File: config.mk
export PLATFORM = sky130hd
export DESIGN_NAME = fir_tap_sequencer
export DESIGN_NICKNAME = d
export VERILOG_FILES = /design/src/rtl/fir_tap_sequencer.sv
export SDC_FILE = /design/constraint.sdc
export NUM_CORES = 1
export LEC_CHECK = 0
export ABC_CLOCK_PERIOD_IN_PS = 3500
export CAP_MARGIN = 20
export CORE_ASPECT_RATIO = 0.5
export CORE_MARGIN = 2
export CORE_UTILIZATION = 45
export CTS_CLUSTER_SIZE = 16
export DETAILED_ROUTE_END_ITERATION = 8
export PLACE_DENSITY = 0.76
export SLEW_MARGIN = 10
export SYNTH_ARGS = -nofsm -noshare
export SYNTH_HDL_FRONTEND = slang
export SYNTH_SLANG_ARGS = --single-unit
File: constraint.sdc
create_clock -name clk -period 3.5 [get_ports clk]
set_input_delay 0.35 -clock clk [delete_from_list [all_inputs] [get_ports clk]]
set_output_delay 0.35 -clock clk [all_outputs]
set_load 0.05 [all_outputs]
File: src/rtl/fir_tap_sequencer.sv
// Time-multiplexed FIR sequencer: circular delay line, coefficient RAM and an
// accumulator around an external zero-latency signed multiplier.
module fir_tap_sequencer #(
    parameter int TAPS = 8,
    parameter int DW   = 8,
    parameter int AW   = 3,
    parameter int ACCW = 19
) (
    input  logic            clk,
    input  logic            rst,
    input  logic            in_valid,
    output logic            in_ready,
    input  logic [DW-1:0]   in_sample,
    input  logic            coef_we,
    input  logic [AW-1:0]   coef_addr,
    input  logic [DW-1:0]   coef_data,
    output logic [DW-1:0]   mult_md,
    output logic [DW-1:0]   mult_m,
    input  logic [2*DW-1:0] mult_p,
    output logic            out_valid,
    input  logic            out_ready,
    output logic [ACCW-1:0] out_data,
    output logic            busy
);

    localparam logic [1:0] S_IDLE = 2'd0;
    localparam logic [1:0] S_MAC  = 2'd1;
    localparam logic [1:0] S_OUT  = 2'd2;

    logic [1:0]             state;
    logic [AW-1:0]          k;
    logic [AW-1:0]          wp;
    logic [AW-1:0]          rd_idx;
    logic signed [DW-1:0]   dline [TAPS];
    logic signed [DW-1:0]   coef  [TAPS];
    logic signed [ACCW-1:0] acc;
    logic signed [ACCW-1:0] prod_ext;
    logic signed [ACCW-1:0] sum;

    assign in_ready = (state == S_IDLE);
    assign busy     = (state != S_IDLE);

    // x[k] lives k slots behind the write pointer; AW-bit wrap gives mod TAPS.
    assign rd_idx   = wp - k;
    assign prod_ext = ACCW'($signed(mult_p));
    assign sum      = ((k == '0) ? '0 : acc) + prod_ext;

    always_comb begin
        mult_md = '0;
        mult_m  = '0;
        if (state == S_MAC) begin
            mult_md = dline[rd_idx];
            mult_m  = coef[k];
        end
    end

    always_ff @(posedge clk) begin
        if (rst) begin
            state     <= S_IDLE;
            out_valid <= 1'b0;
            out_data  <= '0;
            acc       <= '0;
            k         <= '0;
            wp        <= '0;
            for (int unsigned i = 0; i < TAPS; i++) begin
                dline[i] <= '0;
                coef[i]  <= '0;
            end
        end else begin
            case (state)
                S_IDLE: begin
                    if (coef_we) begin
                        coef[coef_addr] <= coef_data;
                    end
                    if (in_valid) begin
                        dline[wp + AW'(1)] <= in_sample;
                        wp                 <= wp + AW'(1);
                        k                  <= '0;
                        state              <= S_MAC;
                    end
                end
                S_MAC: begin
                    acc <= sum;
                    k   <= k + AW'(1);
                    if (k == AW'(TAPS - 1)) begin
                        out_data  <= sum;
                        out_valid <= 1'b1;
                        state     <= S_OUT;
                    end
                end
                S_OUT: begin
                    if (out_valid && out_ready) begin
                        out_valid <= 1'b0;
                        state     <= S_IDLE;
                    end
                end
                default: state <= S_IDLE;
            endcase
        end
    end

endmodule

# Yosys cells after proc, flatten, opt, wreduce, memory -nomap -nowiden
# Memory sizes are Yosys's and may differ from the RTL's. A register that Yosys moved wholly into a read port is not among the register bits.
# Cells that the tools add are included.
[totals]
register_bits = 47
latch_bits = 0
ram_bits = 128
mem_bits_ro = 0
inputBits = 40
output_inout_bits = 38
word_cells = 61
mem_count = 2
[memory_table]
columns = ["memory", "words", "width", "read_ports", "rd_clocked_by_memory_dff", "write_ports", "line_no", "text"]
rows = [
  ["coef", 8, 8, 1, 1, 8, "35", "logic signed [DW-1:0] coef [TAPS];"],
  ["dline", 8, 8, 1, 0, 8, "34", "logic signed [DW-1:0] dline [TAPS];"],
]
[op_classes]
add_sub_neg = 4
multipliers = 0
n_div = 0
magnitude_cmp = 0
n_eq_ne = 6
n_shift = 0
n_mux = 30
bitwise_logic = 0
reduce_logical = 13
[op_table]
columns = ["op", "count"]
rows = [
  ["$mux W8", 4],
  ["$add A19 B19 Y19", 1],
  ["$mux W19", 1],
  ["$reduce_or A8 Y1", 2],
  ["$mux W3", 5],
  ["$mux W1", 14],
  ["$add A3 B1 Y3 const B", 2],
  ["$mux W2", 3],
  ["$pmux W2 S3", 1],
  ["$pmux W3 S2", 1],
  ["$reduce_and A2 Y1", 3],
  ["$reduce_and A3 Y1", 2],
  ["$reduce_bool A2 Y1", 3],
  ["$ne A2 B2 Y1 const B", 2],
  ["$eq A3 B3 Y1 const B", 1],
  ["$logic_not A3 Y1", 1],
  ["$sub A3 B3 Y3", 1],
  ["$eq A2 B1 Y1 const B", 1],
  ["$eq A2 B2 Y1 const B", 1],
  ["$logic_not A2 Y1", 1],
  ["$ne A2 B1 Y1 const B", 1],
  ["$pmux W1 S2", 1],
  ["$logic_and A1 B1 Y1", 1],
]

# Logic depth before layout (Yosys ltp)
# Gate-level depths: netlist of run 1.
[depth]
depth_word = 6
ltp_mapped = 13
mapped_depth_nobuf = 13

# Worst setup path before layout of run 1
# No wires, ideal clock.
[synth_timing]
kind = "register -> output"
from = "register wp[0]"
to = "output port mult_md[5]"
arrival_time_ps = 2638
required_ps = 3150
path_slack_ps = 512
stages_incl_launch_ff = 10
n_path_buf = 2
cell_sequence = "dfxtp_1 inv_1 ha_1 inv_1 fa_1 buf_1 clkbuf_1 mux4_2 mux2i_1 nor2_1"
[synth_between]
elab_chain_cells = 3
[synth_rtl]
columns = ["item", "line_no", "text"]
rows = [
  ["from (decl)", "32", "logic [AW-1:0] wp;"],
  ["from (signal assigned)", "77", "wp <= wp + AW'(1);"],
  ["$sub A3 B3 Y3", "44", "assign rd_idx = wp - k;"],
  ["$mem_v2 Z8 W8", "n/a", ""],
  ["$mux W8", "51", "if (state == S_MAC) begin"],
  ["to (decl)", "17", "output logic [DW-1:0] mult_md,"],
]
# Every way passes these cells.

# Final worst setup path of run 1
[layout_timing]
from = "register wp[0]"
to = "output port mult_md[1]"
# The elaborated chain is that of the path after synthesis.

==> results.json, run 1 <==
{
  "status": "complete, no violations",
  "avgSynthCellArea_um2": 11.7,
  "ant_nets": 0,
  "cts_resized": 0,
  "vias": 6203,
  "post_cts_buffers": 0,
  "final_cells": 1135,
  "critical_path_arrival_ns": 2.95,
  "syn_inst": 771,
  "overflow": 0,
  "reg2reg_slack_ns": 0.24,
  "cpPeakStageDelay_ns": 0.81,
  "synth_seq_cells": 178,
  "clockRootBuffer": "clkbuf_16",
  "drt_iter0_markers": 471,
  "pin_count": 78,
  "critical_path.cell_chain": "inv_1 > ha_1 > inv_1 > fa_1 > buf_4 > mux4_2 > mux2i_1 > nor2_1 > buf_12",
  "die-area_mm2": 0.0213,
  "fin_area_mm2": 0.0109,
  "finalCriticalPeriod_ns": 3.30,
  "routed_wl_um": 20000,
  "yosysUniqueCellTypes": 58,
  "cp.required_ns": 3.15,
  "synth.top_cell.area_share_pct": 42.5,
  "htreeDepth": 4,
  "syn_area_mm2": 0.00905,
  "ir_drop_mv": 0.344,
  "antenna_found_initial": 0,
  "regToRegStartpoint": "k[0]",
  "rsz0062_at_grt": "no",
  "whs_endpoint": "out_data[5]",
  "pre_cts_slack_ns": 0.296,
  "r2r-end": "out_data[12]",
  "drc": 0,
  "holdPathStages": 2,
  "p_per_area_mw_per_mm2": 496,
  "slew_headroom_pct": 47.4,
  "wire_per_inst_um": 17.7,
  "yosysTopAreaCell": "edfxtp_1",
  "syn_to_final_growth_pct": 20.9,
  "cts_inserted_buffers": 17,
  "synth_most_common_cell": "and2_1",
  "start_util_pct": 46.2,
  "drive_gt1_share_pct": 13.7,
  "skew_ns": 0.0136,
  "grtUsageTotal_pct": 19.5,
  "critical-path-slowest-cell": "fa_1",
  "io_buffers": 77,
  "final.period_utilization_pct": 94.4,
  "synth_edf_count": 128,
  "final_nets": 924,
  "clk_pin_slew_worst_paths_ns": 0.07,
  "cts_tree": "yes",
  "path_common_cell": "inv_1",
  "worstSetupStartpointType": "flop",
  "num_rows": 36,
  "hold_buffers": 0,
  "worst_slack_ns": 0.196,
  "clock_sinks": 178,
  "r2r.worst_path.cells": 12,
  "hold_viol": 0,
  "p_leak_nw": 4.02,
  "async_reset_ff_share_pct": 0,
  "whs_ns": 0.457,
  "core_area_mm2": 0.0196,
  "fillers": 1625,
  "grt_max_degree": 58,
  "synth-seq-area-share_pct": 53.5,
  "post-place-cells": 1103,
  "hp-class": "reg2reg",
  "maxCapViolCount": 0,
  "syn_nets": 839,
  "place_hpwl_um": 13800,
  "path_class": "reg2out",
  "dieHeight_um": 104,
  "setup-violations-final": 0,
  "gp_congestion": 0.894,
  "finalMaxSlewViolations": 0,
  "die_w_um": 205,
  "grt_pass1_vias": 6322,
  "grt_first_pass_wirelength_um": 32300,
  "hp-start": "out_data[5]",
  "end_kind": "output pin",
  "yosysWarnings": 0,
  "ys.flop_type": "edfxtp_1",
  "synth_top_cells_by_area": "edfxtp_1, dfxtp_1, and2_1",
  "drt_pass1_iterations": 5,
  "fmax_mhz": 303,
  "postPlaceCellArea_mm2": 0.0104,
  "vias_per_cell": 5.47,
  "cp_max_fo": 9,
  "worstMarginPinSlew_ns": 0.788,
  "antenna_cells": 0,
  "tns_ns": 0,
  "cts_buffer_depth": 2,
  "synth_commonest_cells": "and2_1, edfxtp_1, nor2_1",
  "clk_latency_ns": 0.43
}
placed cells by master (no fill, tap or decap), types with 17 or more instances in the layout:
cell type / count
o21ai_0: 21
edfxtp_1: 128
a21oi_1: 29
mux2i_1: 23
nand2_1: 46
ha_1: 26
and2_1: 146
mux4_2: 32
dfxtp_1: 50
nand3_1: 26
nor2_1: 57
clkbuf_16: 17
inv_1: 17
clkdlybuf4s50_1: 60
buf_4: 25
worst max path at each step:
stage | startpoint | to | cells after the start
3_3_place_gp | k[0] | out_data[12] | 12
5_1_grt | k[0] | out_data[12] | 12
3_5_place_dp | k[0] | out_data[12] | 12
4_1_cts | wp[0] | mult_md[1] | 9
6_report | wp[0] | mult_md[1] | 9
2_1_floorplan | wp[0] | mult_md[5] | 9
report_power, final:
group	switching, W	internal (W)
sequential	0.0000511	0.00239
clock	0.000922	0.000962
combinational	0.000629	0.000485
layer usage:
metal	track usage [%]	part of all wire, %
met1	25.9	44
met2	32.8	50
met3	3.73	4.9
met4	5.23	0.93
met5	0	0
critical path, delay by kind of cell, from the launching register on:
kind,cells,cell delay [ns]
buffers and inverters,4,0.64
muxes,2,0.48
adders and majority gates,2,0.97
DFF,1,0.34
and+or+nand+nor,1,0.09
layout make-up:
cell class              instances  area (um^2)  area share (%)
clock buffers                  17          425            3.89
flip-flops and latches        178         4840            44.2
well taps                     266          333            3.04
multi-input cells             540         4000            36.6
inverters                      17         63.8           0.583
clock inverters                15          166            1.52
repair buffers                102         1110            10.2
registers in the layout (all words and copies together) (netlist names), named ones only:
register and flops:
k 3, state 2, dline 64, wp 3
out_data 19, coef 64, out_valid 1, acc 19
kinds of logic (layout without fill, tap and decap cells):
| family | count (synthesis) | after routing | synth area share, % |
|---|---|---|---|
| and+or+nand+nor | 330 | 330 | 19.7 |
| DFF | 178 | 178 | 53.5 |
| AOI/OAI and AO/OA | 111 | 111 | 8.35 |
| muxes | 55 | 55 | 10.5 |
| buffers and inverters | 53 | 151 | 2.28 |
| adders and majority gates | 28 | 28 | 4.04 |
| xor gates and xnor gates | 16 | 16 | 1.63 |
per-stage QoR:
step | utilization [%] | total power (W)
global placement | 52.9 | 0.00358
detailed placement | 52.9 | 0.00360
finish | 55.9 | 0.00544
floorplan | - | 0.00320
global route | 55.9 | 0.00565
CTS | 55.9 | 0.00546
No activity file was read; power rests on OpenSTA's default activity.
==> inputs of run 2 (changes only) <==
SKIP_LAST_GASP = 1   (was not set)
==> results of run 2 <==
Same layout as run 1: the final DEF is identical, and so are final timing and power.
